[src/rtl/instr_fetch_unit_pkg.sv]
// instr_fetch_unit_pkg: fetch FSM states, NOP encoding and default reset PC shared by the fetch unit files
package instr_fetch_unit_pkg;
  typedef enum logic [1:0] {S_REQ, S_WAIT, S_HOLD} state_t;
  localparam logic [31:0] NOP = 32'h0000_0013;
  localparam logic [31:0] RESET_PC = 32'h0000_0000;
endpackage

[src/rtl/instr_fetch_unit_if.sv]
// instr_fetch_unit_if: instruction-memory req/gnt/rvalid bus; master = fetch unit (req, addr out), slave = memory (gnt, rvalid, rdata out)
interface instr_fetch_unit_if #(parameter int Width = 32);
  logic imem_req;
  logic [Width-1:0] imem_addr;
  logic imem_gnt;
  logic imem_rvalid;
  logic [Width-1:0] imem_rdata;
  modport master (output imem_req, imem_addr, input imem_gnt, imem_rvalid, imem_rdata);
  modport slave (input imem_req, imem_addr, output imem_gnt, imem_rvalid, imem_rdata);
endinterface

[src/rtl/fetch_hold_buf.sv]
// fetch_hold_buf: one-entry instruction+PC buffer; load captures din_*, clear empties it (clear wins), valid flags contents
module fetch_hold_buf
  import instr_fetch_unit_pkg::*;
#(parameter int Width = 32) (
  input  logic             clk,
  input  logic             rst_n,
  input  logic             load,
  input  logic             clear,
  input  logic [Width-1:0] din_instr,
  input  logic [Width-1:0] din_pc,
  output logic             valid,
  output logic [Width-1:0] instr,
  output logic [Width-1:0] pc
);
  always_ff @(posedge clk or negedge rst_n)
    if (!rst_n) begin
      valid <= 1'b0;
      instr <= Width'(NOP);
      pc <= '0;
    end else if (clear) begin
      valid <= 1'b0;
    end else if (load) begin
      valid <= 1'b1;
      instr <= din_instr;
      pc <= din_pc;
    end
endmodule

[src/rtl/instr_fetch_unit.sv]
// instr_fetch_unit: single-outstanding IF stage; clk/rst_n, mem bus (master), PCen/IFIDen stalls, redirect/target, IF/ID outputs PC1/Instruction/if_valid
module instr_fetch_unit
  import instr_fetch_unit_pkg::*;
#(
  parameter int Width = 32,
  parameter logic [Width-1:0] ResetPC = Width'(RESET_PC)
) (
  input  logic               clk,
  input  logic               rst_n,
  instr_fetch_unit_if.master mem,
  input  logic               PCen,
  input  logic               IFIDen,
  input  logic               redirect,
  input  logic [Width-1:0]   target,
  output logic [Width-1:0]   PC1,
  output logic [Width-1:0]   Instruction,
  output logic               if_valid
);
  state_t state, nxt;
  logic drop, drop_nxt, req, go, take, dlv_hb, dlv, hb_valid;
  logic [Width-1:0] fetch_pc, hb_instr, hb_pc;
  assign mem.imem_req = req;
  assign mem.imem_addr = fetch_pc;
  assign go = PCen & IFIDen;
  // a response is usable only when nothing has invalidated it
  assign take = state == S_WAIT && mem.imem_rvalid && !redirect && !drop;
  assign dlv_hb = state == S_HOLD && hb_valid && go && !redirect;
  assign dlv = (take && go) || dlv_hb;
  always_comb begin
    nxt = state == S_REQ ? (req && mem.imem_gnt ? S_WAIT : S_REQ)
        : state == S_WAIT ? (!mem.imem_rvalid ? S_WAIT : (redirect || drop || go) ? S_REQ : S_HOLD)
        : (redirect || go) ? S_REQ : S_HOLD;
    // a response arriving together with a redirect is consumed here, so no drop is owed
    drop_nxt = state == S_WAIT && mem.imem_rvalid ? 1'b0
             : redirect && (state == S_WAIT || (state == S_REQ && req && mem.imem_gnt)) ? 1'b1
             : drop;
  end
  fetch_hold_buf #(.Width(Width)) u_hold (
    .clk(clk),
    .rst_n(rst_n),
    .load(take && !go),
    .clear(state == S_HOLD && (redirect || go)),
    .din_instr(mem.imem_rdata),
    .din_pc(fetch_pc),
    .valid(hb_valid),
    .instr(hb_instr),
    .pc(hb_pc)
  );
  always_ff @(posedge clk or negedge rst_n)
    if (!rst_n) begin
      state <= S_REQ;
      drop <= 1'b0;
      req <= 1'b0;
      fetch_pc <= ResetPC;
      PC1 <= '0;
      Instruction <= Width'(NOP);
      if_valid <= 1'b0;
    end else begin
      state <= nxt;
      drop <= drop_nxt;
      req <= nxt == S_REQ;
      fetch_pc <= redirect ? target & ~Width'(3) : dlv ? fetch_pc + Width'(4) : fetch_pc;
      if (redirect || (IFIDen && !dlv)) begin
        Instruction <= Width'(NOP);
        if_valid <= 1'b0;
      end else if (dlv) begin
        Instruction <= dlv_hb ? hb_instr : mem.imem_rdata;
        PC1 <= dlv_hb ? hb_pc : fetch_pc;
        if_valid <= 1'b1;
      end
    end
endmodule

[src/flat_wrapper.sv]
// flat-port wrapper written by rule: the top's interface ports become plain ports
module instr_fetch_unit_flat import instr_fetch_unit_pkg::*;
#(
  parameter int Width = 32,
  parameter logic [Width-1:0] ResetPC = Width'(RESET_PC)
)
  (clk, rst_n, PCen, IFIDen, redirect, target, PC1, Instruction, if_valid, mem_imem_req, mem_imem_addr, mem_imem_gnt, mem_imem_rvalid, mem_imem_rdata);
  instr_fetch_unit_if #(.Width(Width)) mem_i ();
  input  logic clk;
  input  logic rst_n;
  input  logic PCen;
  input  logic IFIDen;
  input  logic redirect;
  input  logic [Width-1:0] target;
  output logic [Width-1:0] PC1;
  output logic [Width-1:0] Instruction;
  output logic if_valid;
  output wire logic [$bits(mem_i.imem_req)-1:0] mem_imem_req;
  output wire logic [$bits(mem_i.imem_addr)-1:0] mem_imem_addr;
  input wire logic [$bits(mem_i.imem_gnt)-1:0] mem_imem_gnt;
  input wire logic [$bits(mem_i.imem_rvalid)-1:0] mem_imem_rvalid;
  input wire logic [$bits(mem_i.imem_rdata)-1:0] mem_imem_rdata;
  assign mem_imem_req = mem_i.imem_req;
  assign mem_imem_addr = mem_i.imem_addr;
  assign mem_i.imem_gnt = mem_imem_gnt;
  assign mem_i.imem_rvalid = mem_imem_rvalid;
  assign mem_i.imem_rdata = mem_imem_rdata;
  instr_fetch_unit #(.Width(Width), .ResetPC(ResetPC)) u_core (.clk(clk), .rst_n(rst_n), .mem(mem_i), .PCen(PCen), .IFIDen(IFIDen), .redirect(redirect), .target(target), .PC1(PC1), .Instruction(Instruction), .if_valid(if_valid));
endmodule
[config.mk]
export PLATFORM = sky130hd
export DESIGN_NAME = instr_fetch_unit_flat
export DESIGN_NICKNAME = d
export VERILOG_FILES = /design/src/rtl/instr_fetch_unit_pkg.sv /design/src/rtl/instr_fetch_unit_if.sv /design/src/rtl/fetch_hold_buf.sv /design/src/rtl/instr_fetch_unit.sv /design/src/flat_wrapper.sv
export SDC_FILE = /design/constraint.sdc
export NUM_CORES = 1
export LEC_CHECK = 0
export ABC_AREA = 1
export CORE_UTILIZATION = 45
export CTS_BUF_LIST = sky130_fd_sc_hd__clkbuf_16
export CTS_CLUSTER_SIZE = 12
export DETAILED_ROUTE_END_ITERATION = 10
export GPL_TIMING_DRIVEN = 0
export MAX_ROUTING_LAYER = met4
export PLACE_DENSITY = 0.75
export RECOVER_POWER = 50
export SLEW_MARGIN = 10
export SYNTH_ARGS = -nofsm -noshare
export SYNTH_HDL_FRONTEND = slang
export SYNTH_SLANG_ARGS = --single-unit
export TNS_END_PERCENT = 30
[constraint.sdc]
create_clock -name clk -period 1.6 [get_ports clk]
set_input_delay 0.4 -clock clk [delete_from_list [all_inputs] [get_ports clk]]
set_output_delay 0.4 -clock clk [all_outputs]
set_load 0.005 [all_outputs]
==> flow_summary.ini <==
[outcome]
status = finished with violations
failed_checks = negative setup slack

[hold_path]
min_from = mem_imem_rvalid
worstHoldPathType = input pin to register
min_path_cells = 2
hold-path-endpoint = u_core.drop

[clock_tree]
root_buffer = clkbuf_16
clock_latency_ns = 0.43
cts_max_path_buffers = 2
clkTransAtPathRegs_ns = 0.06
cts.sinks = 160
cts-buffers-inserted = 17
cts.htree.levels = 4
cts_tree = yes

[sta]
finalCritPeriodShare_pct = 102.0
fin_skew_ns = 0.004848
fin_tns_setup_ns = -0.2566
clock.fmax_mhz = 612.9
finalHoldViolCount = 0
setup_viol = 12
slew_headroom_pct = 55.41
slew_viol_final = 0
layout_setup_ws_ns = -0.03148
rsz0062_at_grt = yes
post-route-min-period_ns = 1.631
worstMarginPinSlew_ns = 0.6688

[pwr]
pwr-share-comb_pct = 24.8
swShare_pct = 29.55
p_clk_share_pct = 31.6
internal_power_w = 0.009775
pwr-share-seq_pct = 43.6
power.density_nw_per_um2 = 1251
netSwitchingPower_w = 0.004099
p_leak_nw = 5.685
ir_worst_vdd_mv = 0.8072
p_total_w = 0.01387

[detailed_routing]
wire_per_inst_microns = 16.92
drt_iter0_drc = 631
num_vias = 7633
drc = 0
dr.pass1.iters = 5
via_per_inst = 5.315
antenna_left = 0
drt_wl_total_microns = 24300

[logic_synthesis]
synth_top_area_share_pct = 49.41
muxShareOfSynthArea_pct = 4.620
synth_seq_cells = 160
netlist_area_sq_um = 7800
ys_seq_area_share_pct = 51.43
syn_avg_cell_area_sq_um = 8.091
synth_xor_area_share_pct = 0.8983
synth_top_family_by_area = simple AND/OR/NAND/NOR gates
synth_common_cells = nand2_1 (325), dfrtp_1 (154), nor2_1 (111)
synth-simple-area-share_pct = 29.74
synth_edf_count = 0
synth_compound_area_share_pct = 6.833
syn_inst = 964
ys_warn_count = 0
synthAdderAreaFrac_pct = 0.1604
ys_types = 36
synth_flop_cell = dfrtp_1
yosys.area.top_type = dfrtp_1
yosysMostFrequentCell = nand2_1
synth_area_leaders = dfrtp_1 (49%), nand2_1 (16%), nand3_1 (6.9%)
async_flop_share_pct = 100.0

[setup_path]
r2r_slack_ns = -0.03
crit_type = register to register
r2r_end = u_core.mem.imem_addr[12]
arrival_ns = 1.99
reg2regPathDepth = 9
setup.worst_path.start = u_core.mem.imem_addr[3]
cp-start-kind = register
rr_startpoint = u_core.mem.imem_addr[3]
cp_data_required_time_ns = 1.96
end_kind = register
cp_max_fo = 5

[die]
die_y_microns = 133.7
die_w_microns = 133.7
start_util_pct = 46.54
pin_count = 169
num_rows = 47
core-area_sq_um = 16760
die_area_sq_um = 17860

[placement]
dp_hpwl_microns = 16180
io_buffer_count = 161
place.gp.congestion = 0.9188
pre_cts_ws_ns = -0.6276
place_inst = 1349

[run]
maxCapViolCount = 0

[grt]
grt_usage_pct = 28.18
antenna_found_initial = 1
overflow = 0
grt_pass1_vias = 7290
grt_pass1_wl_microns = 37660
grt_max_degree = 109

[layout]
layout-drive-gt1-share_pct = 20.33
fin_cells = 1436
areaGrowthSynthToFinish_pct = 42.14
nets = 1274
fill_cells = 1376
[placed cells by master (no fill, tap or decap), drive strengths merged, types with 6 or more instances in the layout]
cell,synthesis,final
xor2,7,7
mux2,32,32
o21ai,46,46
o211ai,6,6
buf,36,88
clkbuf,20,46
dlygate4sd2,0,89
dfstp,6,6
inv,51,55
nand2,328,328
a21oi,7,7
clkdlybuf4s50,0,63
o22ai,31,31
nor2,117,117
dfrtp,154,154
nand3,107,107
[layer usage]
metal | part of all wire, % | routed length (microns) | up-vias | track usage [%]
met5 | 0 | 0 | - | -
met4 | 2.6 | 626 | 0 | 10.48
met3 | 8.5 | 2070 | 53 | 6.925
met2 | 47 | 11450 | 362 | 44.01
met1 | 42 | 10150 | 3634 | 35.44
li1 | - | - | 3584 | -
[critical path, stage by stage (launching register included)]
cell	delay, ns
dfrtp_2	0.42
ha_2	0.22
nand2_2	0.08
nor2_4	0.18
nand2_4	0.09
buf_4	0.14
nor2_2	0.16
xor2_1	0.16
nand2_1	0.07
nand3_1	0.06
[metrics by stage]
stage | area, sq um | hold WS, ns | utilization [%]
after detailed placement | 9731 | 0.3468 | 58.06
after global routing | 11090 | 0.2535 | 66.15
after CTS | 10680 | 0.4226 | 63.73
after floorplan | 7811 | 0.1044 | -
after global placement | 9698 | 0.4665 | 57.86
final | 11090 | 0.2431 | 66.15
[layout make-up]
class,instances,area (sq um),share of cell area (%)
Sequential cell,160,4038,36.42
Multi-Input combinational cell,700,3557,32.08
Timing Repair Buffer,218,1992,17.97
Clock buffer,17,425.4,3.837
Buffer,54,397.9,3.589
Tap cell,220,275.3,2.483
Clock inverter,15,207.7,1.873
Inverter,51,191.4,1.727
Antenna cell,1,2.502,0.02257
[power groups by stage]
stage	logic [W]	clock network, W	registers, W
2_1_floorplan	0.00158	0	0.00599
3_3_place_gp	0.00309	0	0.00611
3_5_place_dp	0.00320	0	0.00614
4_1_cts	0.00314	0.00442	0.00600
5_1_grt	0.00380	0.00458	0.00619
6_report	0.00344	0.00439	0.00605
[sequential cells by signal, indices dropped and copies added, names as in the netlist]
register              cells
u_core.drop               1
u_core.Instruction       32
u_core.u_hold.instr      32
u_core.PC1               30
u_core.u_hold.pc         30
u_core.u_hold.valid       1
u_core.if_valid           1
u_core.state              2
u_core.mem.imem_addr     30
u_core.mem.imem_req       1
[cell families after synthesis]
family | after synthesis
adders and majority gates | 1
xor gates and xnor gates | 8
AOI/OAI and AO/OA | 93
muxes | 32
and+or+nand+nor | 562
buffers and inverters | 107
DFF | 160
other | 1
[repair_timing]
item	4_1_cts	5_1_grt
buffers inserted	39	12
gates resized for setup	155	105
pin swaps	9	17
hold buffers	1	0
cloned	0	4
hold endpoints to repair	52	0
endpoints found under the setup margin	223	145
[worst max-delay path by stage]
stage	endpoint	depth (start not counted)
after floorplan	u_core.mem.imem_addr[24]	10
final	u_core.mem.imem_addr[12]	9
after global routing	u_core.u_hold.pc[15]	7
after detailed placement	u_core.PC1[26]	9
after CTS	u_core.mem.imem_addr[27]	11
after global placement	u_core.Instruction[27]	1
(Power assumes the default switching activity.)
